File: src/rtl/pdh_iq_rotator.sv
// pdh_iq_rotator
// ---------------------------------------------------------------------------
// Pipelined IQ rotation and boxcar averaging stage for the PDH error path.
// Rotates the signed (a, b) sample pair by a committed cos/sin pair,
// saturates the result to DATA_W, and produces decimated window means over
// 2^k rotated samples.
//
// Ports
//   clk, rst_i                 clock, synchronous active-high reset
//   adc_a_i, adc_b_i           signed I/Q input samples
//   in_valid_i                 input sample qualifier
//   coef_i, coef_sel_i,        coefficient staging write (sel 0 = cos,
//   coef_wr_i                  sel 1 = sin)
//   commit_i                   request atomic staged -> active swap
//   avg_log2_i                 averaging window exponent k (clamped)
//   i_o, q_o, out_valid_o      rotated, saturated samples (2-cycle latency)
//   i_avg_o, q_avg_o,          window means, one-cycle pulse per window
//   avg_valid_o
//   commit_pending_o           commit requested but not yet applied
//   cos_act_o, sin_act_o       active coefficients for readback
//
// Handshake: there is no backpressure. A sample is accepted on every rising
// edge where in_valid_i is high; out_valid_o and avg_valid_o qualify their
// data on the cycle they are high and are never stalled.
// ---------------------------------------------------------------------------
module pdh_iq_rotator #(
  parameter int DATA_W       = 16,
  parameter int COEF_W       = 16,
  parameter int AVG_MAX_LOG2 = 8
) (
  input  logic                     clk,
  input  logic                     rst_i,
  input  logic signed [DATA_W-1:0] adc_a_i,
  input  logic signed [DATA_W-1:0] adc_b_i,
  input  logic                     in_valid_i,
  input  logic signed [COEF_W-1:0] coef_i,
  input  logic                     coef_sel_i,
  input  logic                     coef_wr_i,
  input  logic                     commit_i,
  input  logic [3:0]               avg_log2_i,
  output logic signed [DATA_W-1:0] i_o,
  output logic signed [DATA_W-1:0] q_o,
  output logic                     out_valid_o,
  output logic signed [DATA_W-1:0] i_avg_o,
  output logic signed [DATA_W-1:0] q_avg_o,
  output logic                     avg_valid_o,
  output logic                     commit_pending_o,
  output logic signed [COEF_W-1:0] cos_act_o,
  output logic signed [COEF_W-1:0] sin_act_o
);

  localparam int PROD_W = DATA_W + COEF_W;
  localparam int SUM_W  = PROD_W + 1;
  localparam int ACC_W  = DATA_W + AVG_MAX_LOG2;
  localparam int CNT_W  = AVG_MAX_LOG2 + 1;

  // Largest positive Q1.(COEF_W-1) value, i.e. "almost 1.0".
  localparam logic signed [COEF_W-1:0] COEF_ONE = {1'b0, {(COEF_W-1){1'b1}}};
  localparam logic signed [SUM_W-1:0]  SAT_MAX  =
    {{(SUM_W-DATA_W+1){1'b0}}, {(DATA_W-1){1'b1}}};
  localparam logic signed [SUM_W-1:0]  SAT_MIN  =
    {{(SUM_W-DATA_W+1){1'b1}}, {(DATA_W-1){1'b0}}};

  // ---------------- coefficient staging / commit ----------------
  logic signed [COEF_W-1:0] r_cos_stg;
  logic signed [COEF_W-1:0] r_sin_stg;
  logic                     w_swap;

  // The swap only happens on an accepted sample so the coefficient change
  // lines up with a sample boundary.
  assign w_swap = commit_pending_o & in_valid_i;

  always_ff @(posedge clk) begin
    if (rst_i) begin
      r_cos_stg        <= COEF_ONE;
      r_sin_stg        <= '0;
      cos_act_o        <= COEF_ONE;
      sin_act_o        <= '0;
      commit_pending_o <= 1'b0;
    end else begin
      if (commit_i) commit_pending_o <= 1'b1;
      // Swap wins over a same-cycle commit: the request is already pending.
      if (w_swap) begin
        cos_act_o        <= r_cos_stg;
        sin_act_o        <= r_sin_stg;
        commit_pending_o <= 1'b0;
      end
      // A write on the swap edge lands in staging for a later commit; the
      // swap above reads the pre-edge staged value.
      if (coef_wr_i) begin
        if (coef_sel_i) r_sin_stg <= coef_i;
        else            r_cos_stg <= coef_i;
      end
    end
  end

  // ---------------- stage 1: products ----------------
  logic signed [PROD_W-1:0] r_p_ca, r_p_sb, r_p_sa, r_p_cb;
  logic                     r_v1;

  always_ff @(posedge clk) begin
    if (rst_i) begin
      r_v1   <= 1'b0;
      r_p_ca <= '0;
      r_p_sb <= '0;
      r_p_sa <= '0;
      r_p_cb <= '0;
    end else begin
      r_v1   <= in_valid_i;
      r_p_ca <= PROD_W'(cos_act_o) * PROD_W'(adc_a_i);
      r_p_sb <= PROD_W'(sin_act_o) * PROD_W'(adc_b_i);
      r_p_sa <= PROD_W'(sin_act_o) * PROD_W'(adc_a_i);
      r_p_cb <= PROD_W'(cos_act_o) * PROD_W'(adc_b_i);
    end
  end

  // ---------------- stage 2: sum, shift, saturate ----------------
  logic signed [SUM_W-1:0] w_sum_i, w_sum_q, w_shr_i, w_shr_q;

  assign w_sum_i = SUM_W'(r_p_ca) - SUM_W'(r_p_sb);
  assign w_sum_q = SUM_W'(r_p_sa) + SUM_W'(r_p_cb);
  assign w_shr_i = w_sum_i >>> (COEF_W - 1);
  assign w_shr_q = w_sum_q >>> (COEF_W - 1);

  function automatic logic signed [DATA_W-1:0] sat(input logic signed [SUM_W-1:0] x);
    if (x > SAT_MAX)      return SAT_MAX[DATA_W-1:0];
    else if (x < SAT_MIN) return SAT_MIN[DATA_W-1:0];
    else                  return x[DATA_W-1:0];
  endfunction

  always_ff @(posedge clk) begin
    if (rst_i) begin
      out_valid_o <= 1'b0;
      i_o         <= '0;
      q_o         <= '0;
    end else begin
      out_valid_o <= r_v1;
      i_o         <= sat(w_shr_i);
      q_o         <= sat(w_shr_q);
    end
  end

  // ---------------- boxcar averager ----------------
  logic [3:0]              r_avg_log2;
  logic [3:0]              w_k;
  logic [CNT_W-1:0]        r_cnt;
  logic [CNT_W-1:0]        w_n_m1;
  logic signed [ACC_W-1:0] r_acc_i, r_acc_q;
  logic signed [ACC_W-1:0] w_acc_i_next, w_acc_q_next;
  logic signed [ACC_W-1:0] w_mean_i, w_mean_q;
  logic                    w_last;
  logic                    w_restart;

  // Window length follows the exponent registered last cycle, so a window
  // completing on the same cycle the exponent changes uses its own length.
  assign w_k          = (r_avg_log2 > 4'(AVG_MAX_LOG2)) ? 4'(AVG_MAX_LOG2) : r_avg_log2;
  assign w_n_m1       = (CNT_W'(1) << w_k) - CNT_W'(1);
  assign w_last       = out_valid_o && (r_cnt == w_n_m1);
  assign w_restart    = w_swap || (avg_log2_i != r_avg_log2);
  assign w_acc_i_next = r_acc_i + ACC_W'(i_o);
  assign w_acc_q_next = r_acc_q + ACC_W'(q_o);
  assign w_mean_i     = w_acc_i_next >>> w_k;
  assign w_mean_q     = w_acc_q_next >>> w_k;

  always_ff @(posedge clk) begin
    if (rst_i) begin
      r_avg_log2  <= '0;
      r_cnt       <= '0;
      r_acc_i     <= '0;
      r_acc_q     <= '0;
      i_avg_o     <= '0;
      q_avg_o     <= '0;
      avg_valid_o <= 1'b0;
    end else begin
      r_avg_log2  <= avg_log2_i;
      avg_valid_o <= 1'b0;
      // A completed window is always emitted, even if a restart coincides.
      if (w_last) begin
        i_avg_o     <= DATA_W'(w_mean_i);
        q_avg_o     <= DATA_W'(w_mean_q);
        avg_valid_o <= 1'b1;
      end
      if (w_restart || w_last) begin
        r_cnt   <= '0;
        r_acc_i <= '0;
        r_acc_q <= '0;
      end else if (out_valid_o) begin
        r_cnt   <= r_cnt + CNT_W'(1);
        r_acc_i <= w_acc_i_next;
        r_acc_q <= w_acc_q_next;
      end
    end
  end

endmodule

File: config.mk
export PLATFORM = sky130hd
export DESIGN_NAME = pdh_iq_rotator
export DESIGN_NICKNAME = d
export VERILOG_FILES = /design/src/rtl/pdh_iq_rotator.sv
export SDC_FILE = /design/constraint.sdc
export NUM_CORES = 2
export LEC_CHECK = 0
export CORE_ASPECT_RATIO = 0.5
export CORE_UTILIZATION = 35
export CTS_BUF_LIST = sky130_fd_sc_hd__clkbuf_8 sky130_fd_sc_hd__clkbuf_16
export CTS_CLUSTER_SIZE = 25
export DETAILED_ROUTE_END_ITERATION = 7
export PLACE_DENSITY = 0.47
export REMOVE_ABC_BUFFERS = 1
export SKIP_CTS_REPAIR_TIMING = 1
export SYNTH_ARGS = -nofsm -noshare
export SYNTH_HDL_FRONTEND = slang
export SYNTH_SLANG_ARGS = --single-unit
File: constraint.sdc
create_clock -name clk -period 7.19 [get_ports clk]
set_input_delay 0.719 -clock clk [delete_from_list [all_inputs] [get_ports clk]]
set_output_delay 0.719 -clock clk [all_outputs]
set_load 0.01 [all_outputs]
* Word-level counts from Yosys, hierarchy flattened
Cells that the tools add are included.
** Storage, ports and cells
- Register bits after elaboration :: 321
- Input bits :: 58
- Output and inout port bits :: 99
** Cells by class
- Add/subtract/negate cells :: 6
- Multipliers :: 4
- $lt $le $gt $ge :: 5
- Equal/unequal tests :: 2
- Shifts and indexed selects :: 3
- Multiplexer cells :: 6
- Bitwise operators :: 2
- Reduce and logical (&&, ||, !) cells :: 9
** Operators with widths (count)
- $mul A16 B16 Y32 :: 4
- $add A24 B16 Y24 :: 2
- $sshr A24 B4 Y16 :: 2
- $gt A18 B16 Y1 const B :: 2
- $lt A18 B16 Y1 const B :: 2
- $add A32 B32 Y33 :: 1
- $sub A32 B32 Y33 :: 1
- $mux W16 :: 2
- $mux W15 :: 2
- $add A9 B1 Y9 const B :: 1
- $eq A9 B9 Y1 :: 1
- $shl A1 B4 Y9 const A :: 1
- $sub A9 B2 Y9 const B :: 1
- $reduce_or A2 Y1 :: 4
- $gt A4 B4 Y1 const B :: 1
- $mux W4 :: 1
- $ne A4 B4 Y1 :: 1
- $reduce_and A2 Y1 :: 2
- $logic_or A1 B1 Y1 :: 2
- $and A1 B1 Y1 :: 1
- $logic_and A1 B1 Y1 :: 1
- $mux W1 :: 1
- $not A1 Y1 :: 1

* Depth between registers and ports, before layout
- Depth after elaboration :: 8
- Gate-level depth with buffers :: 25
- Depth with buffers taken out :: 24

* Worst setup path after synthesis
Ideal clock, no wire load.
- Path kind :: input-to-reg
- Start point :: input port adc_a_i[1]
- End point :: register r_p_ca[28]
- Library setup time :: 0.121 ns
- Arrival time :: 6.582 ns
- Path slack :: 0.487 ns
- Stages :: 21
- Buffers on the path :: 1
- Path through :: clkbuf_1 -> nand2_1 -> inv_1 -> fa_1 -> inv_1 -> fa_1 -> fa_1 -> fa_1 -> fa_1 -> fa_1 -> inv_1 -> ha_1 -> a21o_1 -> a21o_1 -> a21o_1 -> a2111oi_0 -> a21oi_1 -> a221oi_1 -> o21bai_1 -> a21oi_1 -> mux2_2
** On the way
- Word-level cells in the longest chain between the ends :: 1
** RTL lines
- start: declaration :: line 33 : input logic signed [DATA_W-1:0] adc_a_i,
- $mul A16 B16 Y32 :: line 110 : r_p_ca <= PROD_W'(cos_act_o) * PROD_W'(adc_a_i);
- end signal: assignment :: line 110
- end: declaration :: line 98 : logic signed [PROD_W-1:0] r_p_ca, r_p_sb, r_p_sa, r_p_cb;
Every way passes these cells.
A chain may end at the register's enable or synchronous reset.

* Worst setup path in the final report
- Start point :: input port adc_a_i[1]
- End point :: register r_p_sa[31]
** On the way
- Word-level cells in the longest chain between the ends :: 1
** RTL lines
- $mul A16 B16 Y32 :: line 112 : r_p_sa <= PROD_W'(sin_act_o) * PROD_W'(adc_a_i);
- end signal: assignment :: line 112
- end: declaration :: line 98
Every way passes these cells.

==> flow_metrics.env <==
export IMPL_tns_ps=0
export IMPL_endpoint_kind="flop"
export IMPL_nFillCells=15900
export IMPL_hold_path_startpoint="r_v1"
export IMPL_final_core_util_pct=39.9
export IMPL_grt_max_degree=105
export IMPL_reg2reg_to="r_p_sb[28]"
export IMPL_cts_root_buf="clkbuf_16"
export IMPL_drive_above_1_share_pct=6.38
export IMPL_worstPathRequired_ps=7650
export IMPL_cts_made_buffers=40
export IMPL_gr_usage_met2_pct=35.9
export IMPL_grt_util_met1_pct=30.6
export IMPL_regArea_mm2=0.00643
export IMPL_antenna_found_initial=21
export IMPL_synthCells=6341
export IMPL_slew_viol_final=0
export IMPL_yosysSeqAreaShare_pct=11.5
export IMPL_final_nets=8083
export IMPL_ff2ff_path_depth=21
export IMPL_initial_utilization_pct=35.3
export IMPL_cts_tree="built"
export IMPL_drv_cap=0
export IMPL_grt_setup_unrepaired="false"
export IMPL_hold_depth=1
export IMPL_tightestPinTransition_ps=1370
export IMPL_die_w_um=567
export IMPL_min_to="out_valid_o"
export IMPL_clock_path_buffers=3
export IMPL_final_hold_viol_count=0
export IMPL_grt_use_total_pct=21.7
export IMPL_wl_per_cell_um=19.9
export IMPL_final_common_cell="inv_1"
export IMPL_clkTransAtPathRegs_ps=70
export IMPL_vias=43500
export IMPL_p_per_area_mw_per_mm2=463
export IMPL_min_period_over_period_pct=94.7
export IMPL_fmax_mhz=147
export IMPL_final_cell_area_mm2=0.0632
export IMPL_crit_type="in2reg"
export IMPL_synth_cell_types=92
export IMPL_path_delay_family="adder cells"
export IMPL_place_inst=8595
export IMPL_gp_congestion=0.892
export IMPL_routed_wirelength_um=172000
export IMPL_syn_avg_cell_area_um2=8.80
export IMPL_dr_pass1_iters=6
export IMPL_critPathSlowestCell="clkdlybuf4s50_1"
export IMPL_crit_path_start_kind="primary input"
export IMPL_final_cell_mix="inv_1, fa_1, nand2_1"
export IMPL_relSlewSlack_pct=8.29
export IMPL_drtIter0Drc=2770
export IMPL_r2r_start="sin_act_o[1]"
export IMPL_grt_pass1_vias=47000
export IMPL_path_buf_inv=5
export IMPL_reg2reg_setup_slack_ps=450
export IMPL_stdcell_count=8670
export IMPL_io_pins=157
export IMPL_synthArstFlopShare_pct=0
export IMPL_place_detailed_hpwl_um=139000
export IMPL_drc=0
export IMPL_via_per_inst=5.02
export IMPL_hp_class="reg2reg"
export IMPL_cp_max_fo=18
export IMPL_crit_arrival_ps=7270
export IMPL_clock_skew_ps=28.6
export IMPL_met3_usage_pct=2.61
export IMPL_dieArea_mm2=0.161
export IMPL_p_leak_nw=31.2
export IMPL_yosysTopAreaCellShare_pct=37.7
export IMPL_ys_top_cells_by_area="fa_1, dfxtp_1, ha_1"
export IMPL_ys_warn_count=0
export IMPL_period_needed_ps=6810
export IMPL_setup_viol=0
export IMPL_core_area_mm2=0.158
export IMPL_grt_busiest_layer="met2"
export IMPL_num_rows=103
export IMPL_grt_remaining_overflow=0
export IMPL_htreeDepth=2
export IMPL_status="completed"
export IMPL_die_h_um=284
export IMPL_antenna_left=0
export IMPL_port_buffers=156
export IMPL_synth_edf_count=0
export IMPL_syn_area_mm2=0.0558
export IMPL_multi_input_area_mm2=0.0436
export IMPL_vdd_drop_max_mv=1.05
export IMPL_yosysTopAreaCell="fa_1"
export IMPL_cts_sinks=321
export IMPL_cp_cell_sequence="clkdlybuf4s50_1, buf_4, buf_4, nand2_1, fa_1, fa_1, fa_1, fa_1, inv_1, fa_1, fa_1, ha_1, nand3_1, nor4_1, nor2_1, o211ai_1, a21oi_1, buf_4, o31a_1, o21ai_0, xnor2_1, nor2_1"
export IMPL_grt_pass1_wl_um=272000
export IMPL_synthToLayoutAreaGrowth_pct=13.1
export IMPL_yosys_most_used_dff="dfxtp_1"
export IMPL_clk_latency_ps=620
export IMPL_dpl_cell_area_mm2=0.0617
export IMPL_cpMostUsedCell="fa_1"
export IMPL_cpPeakStageDelay_ps=660
export IMPL_ys_ff_latch=321
sequential cells by signal (all words and copies together), names as in the netlist:
| signal | count |
|---|---|
| r_p_sa | 32 |
| sin_act_o | 16 |
| r_p_cb | 32 |
| r_acc_q | 24 |
| avg_valid_o | 1 |
| r_p_sb | 32 |
| commit_pending_o | 1 |
| r_p_ca | 32 |
| out_valid_o | 1 |
| i_o | 16 |
| r_cnt | 9 |
| r_v1 | 1 |
| q_o | 16 |
| r_cos_stg | 16 |
| r_acc_i | 24 |
| r_sin_stg | 16 |
| i_avg_o | 16 |
| q_avg_o | 16 |
| cos_act_o | 16 |
| r_avg_log2 | 4 |
through the flow:
step | total power, mW | setup WS [ps] | hold slack [ps]
after floorplan | 19.1 | 672 | 414
after global placement | 27.0 | -127 | 427
after detailed placement | 27.2 | -179 | 440
after CTS | 29.7 | 361 | 406
after global routing | 32.7 | 104 | 432
final | 29.2 | 380 | 445
where the power goes:
| group | total (mW) | internal, mW | switching [mW] |
|---|---|---|---|
| Clock | 2.26 | 1.29 | 0.966 |
| Sequential | 2.50 | 2.24 | 0.261 |
| Combinational | 24.5 | 11.1 | 13.4 |
| Total | 29.2 | 14.6 | 14.6 |
worst max path at each step:
stage | start | end | cells after the start | slack [ps]
after floorplan | adc_a_i[1] | r_p_ca[28] | 20 | 670
after detailed placement | adc_a_i[1] | r_p_sa[31] | 22 | -180
after global routing | sin_act_o[14] | r_p_sb[28] | 22 | 100
after CTS | sin_act_o[13] | r_p_sb[28] | 22 | 360
final | adc_a_i[1] | r_p_sa[31] | 22 | 380
after global placement | adc_a_i[1] | r_p_ca[28] | 21 | -130
worst register-to-register path: stages, from the launching register on:
cell and delay [ps]:
dfxtp_1 930, buf_4 320, nand2_1 90, fa_1 390, inv_1 80, fa_1 410
ha_1 310, fa_1 470, fa_1 500, inv_1 50, fa_1 480, inv_1 40
ha_1 310, a21oi_1 130, o21ai_0 230, a211oi_1 490, o21ai_0 220, o31a_1 360
a41o_1 270, o31a_1 330, nand2_1 70, nor3b_1 180
final cells by class:
cell class / instances / share of cell area, %
flip-flops and latches: 321 / 10.2
diodes: 2 / 0.00792
clock buffers: 43 / 1.65
repair buffers: 442 / 6.90
multi-input cells: 4479 / 69.0
inverters: 1253 / 7.45
well taps: 2100 / 4.16
clock inverters: 30 / 0.634
logic make-up after synthesis:
| family | Yosys count | synth area share (%) |
|---|---|---|
| mux | 57 | 1.27 |
| xor+xnor | 205 | 3.25 |
| compound gates | 764 | 9.15 |
| buf+inv | 1541 | 10.4 |
| fa+ha+maj | 1488 | 47.5 |
| flops | 321 | 11.5 |
| simple gates | 1965 | 16.9 |
routing by layer:
metal  wire, um  up-vias  part of all wire, %
met2      79900      975                   46
met1      80800    22400                   47
li1           -    20000                    -
met3       8380      163                  4.9
met5         23        -                0.013
met4       3200        4                  1.9
synth_stat cells (all sizes together), types with 14 or more instances:
master / count
nand4: 21
buf: 25
or2: 14
and3: 37
fa: 1050
or3: 14
inv: 1251
ha: 438
mux2i: 38
o21bai: 19
a211o: 17
a211oi: 38
and2: 488
clkbuf: 263
nand3: 79
xnor2: 132
nor3: 70
nor2: 313
nor2b: 49
o21ai: 136
nand2b: 43
nand2: 787
dfxtp: 321
o31ai: 17
a21oi: 199
a221oi: 15
o211ai: 25
a21o: 116
o21a: 26
a31oi: 31
xor2: 72
No activity file was read; power rests on OpenSTA's default activity.
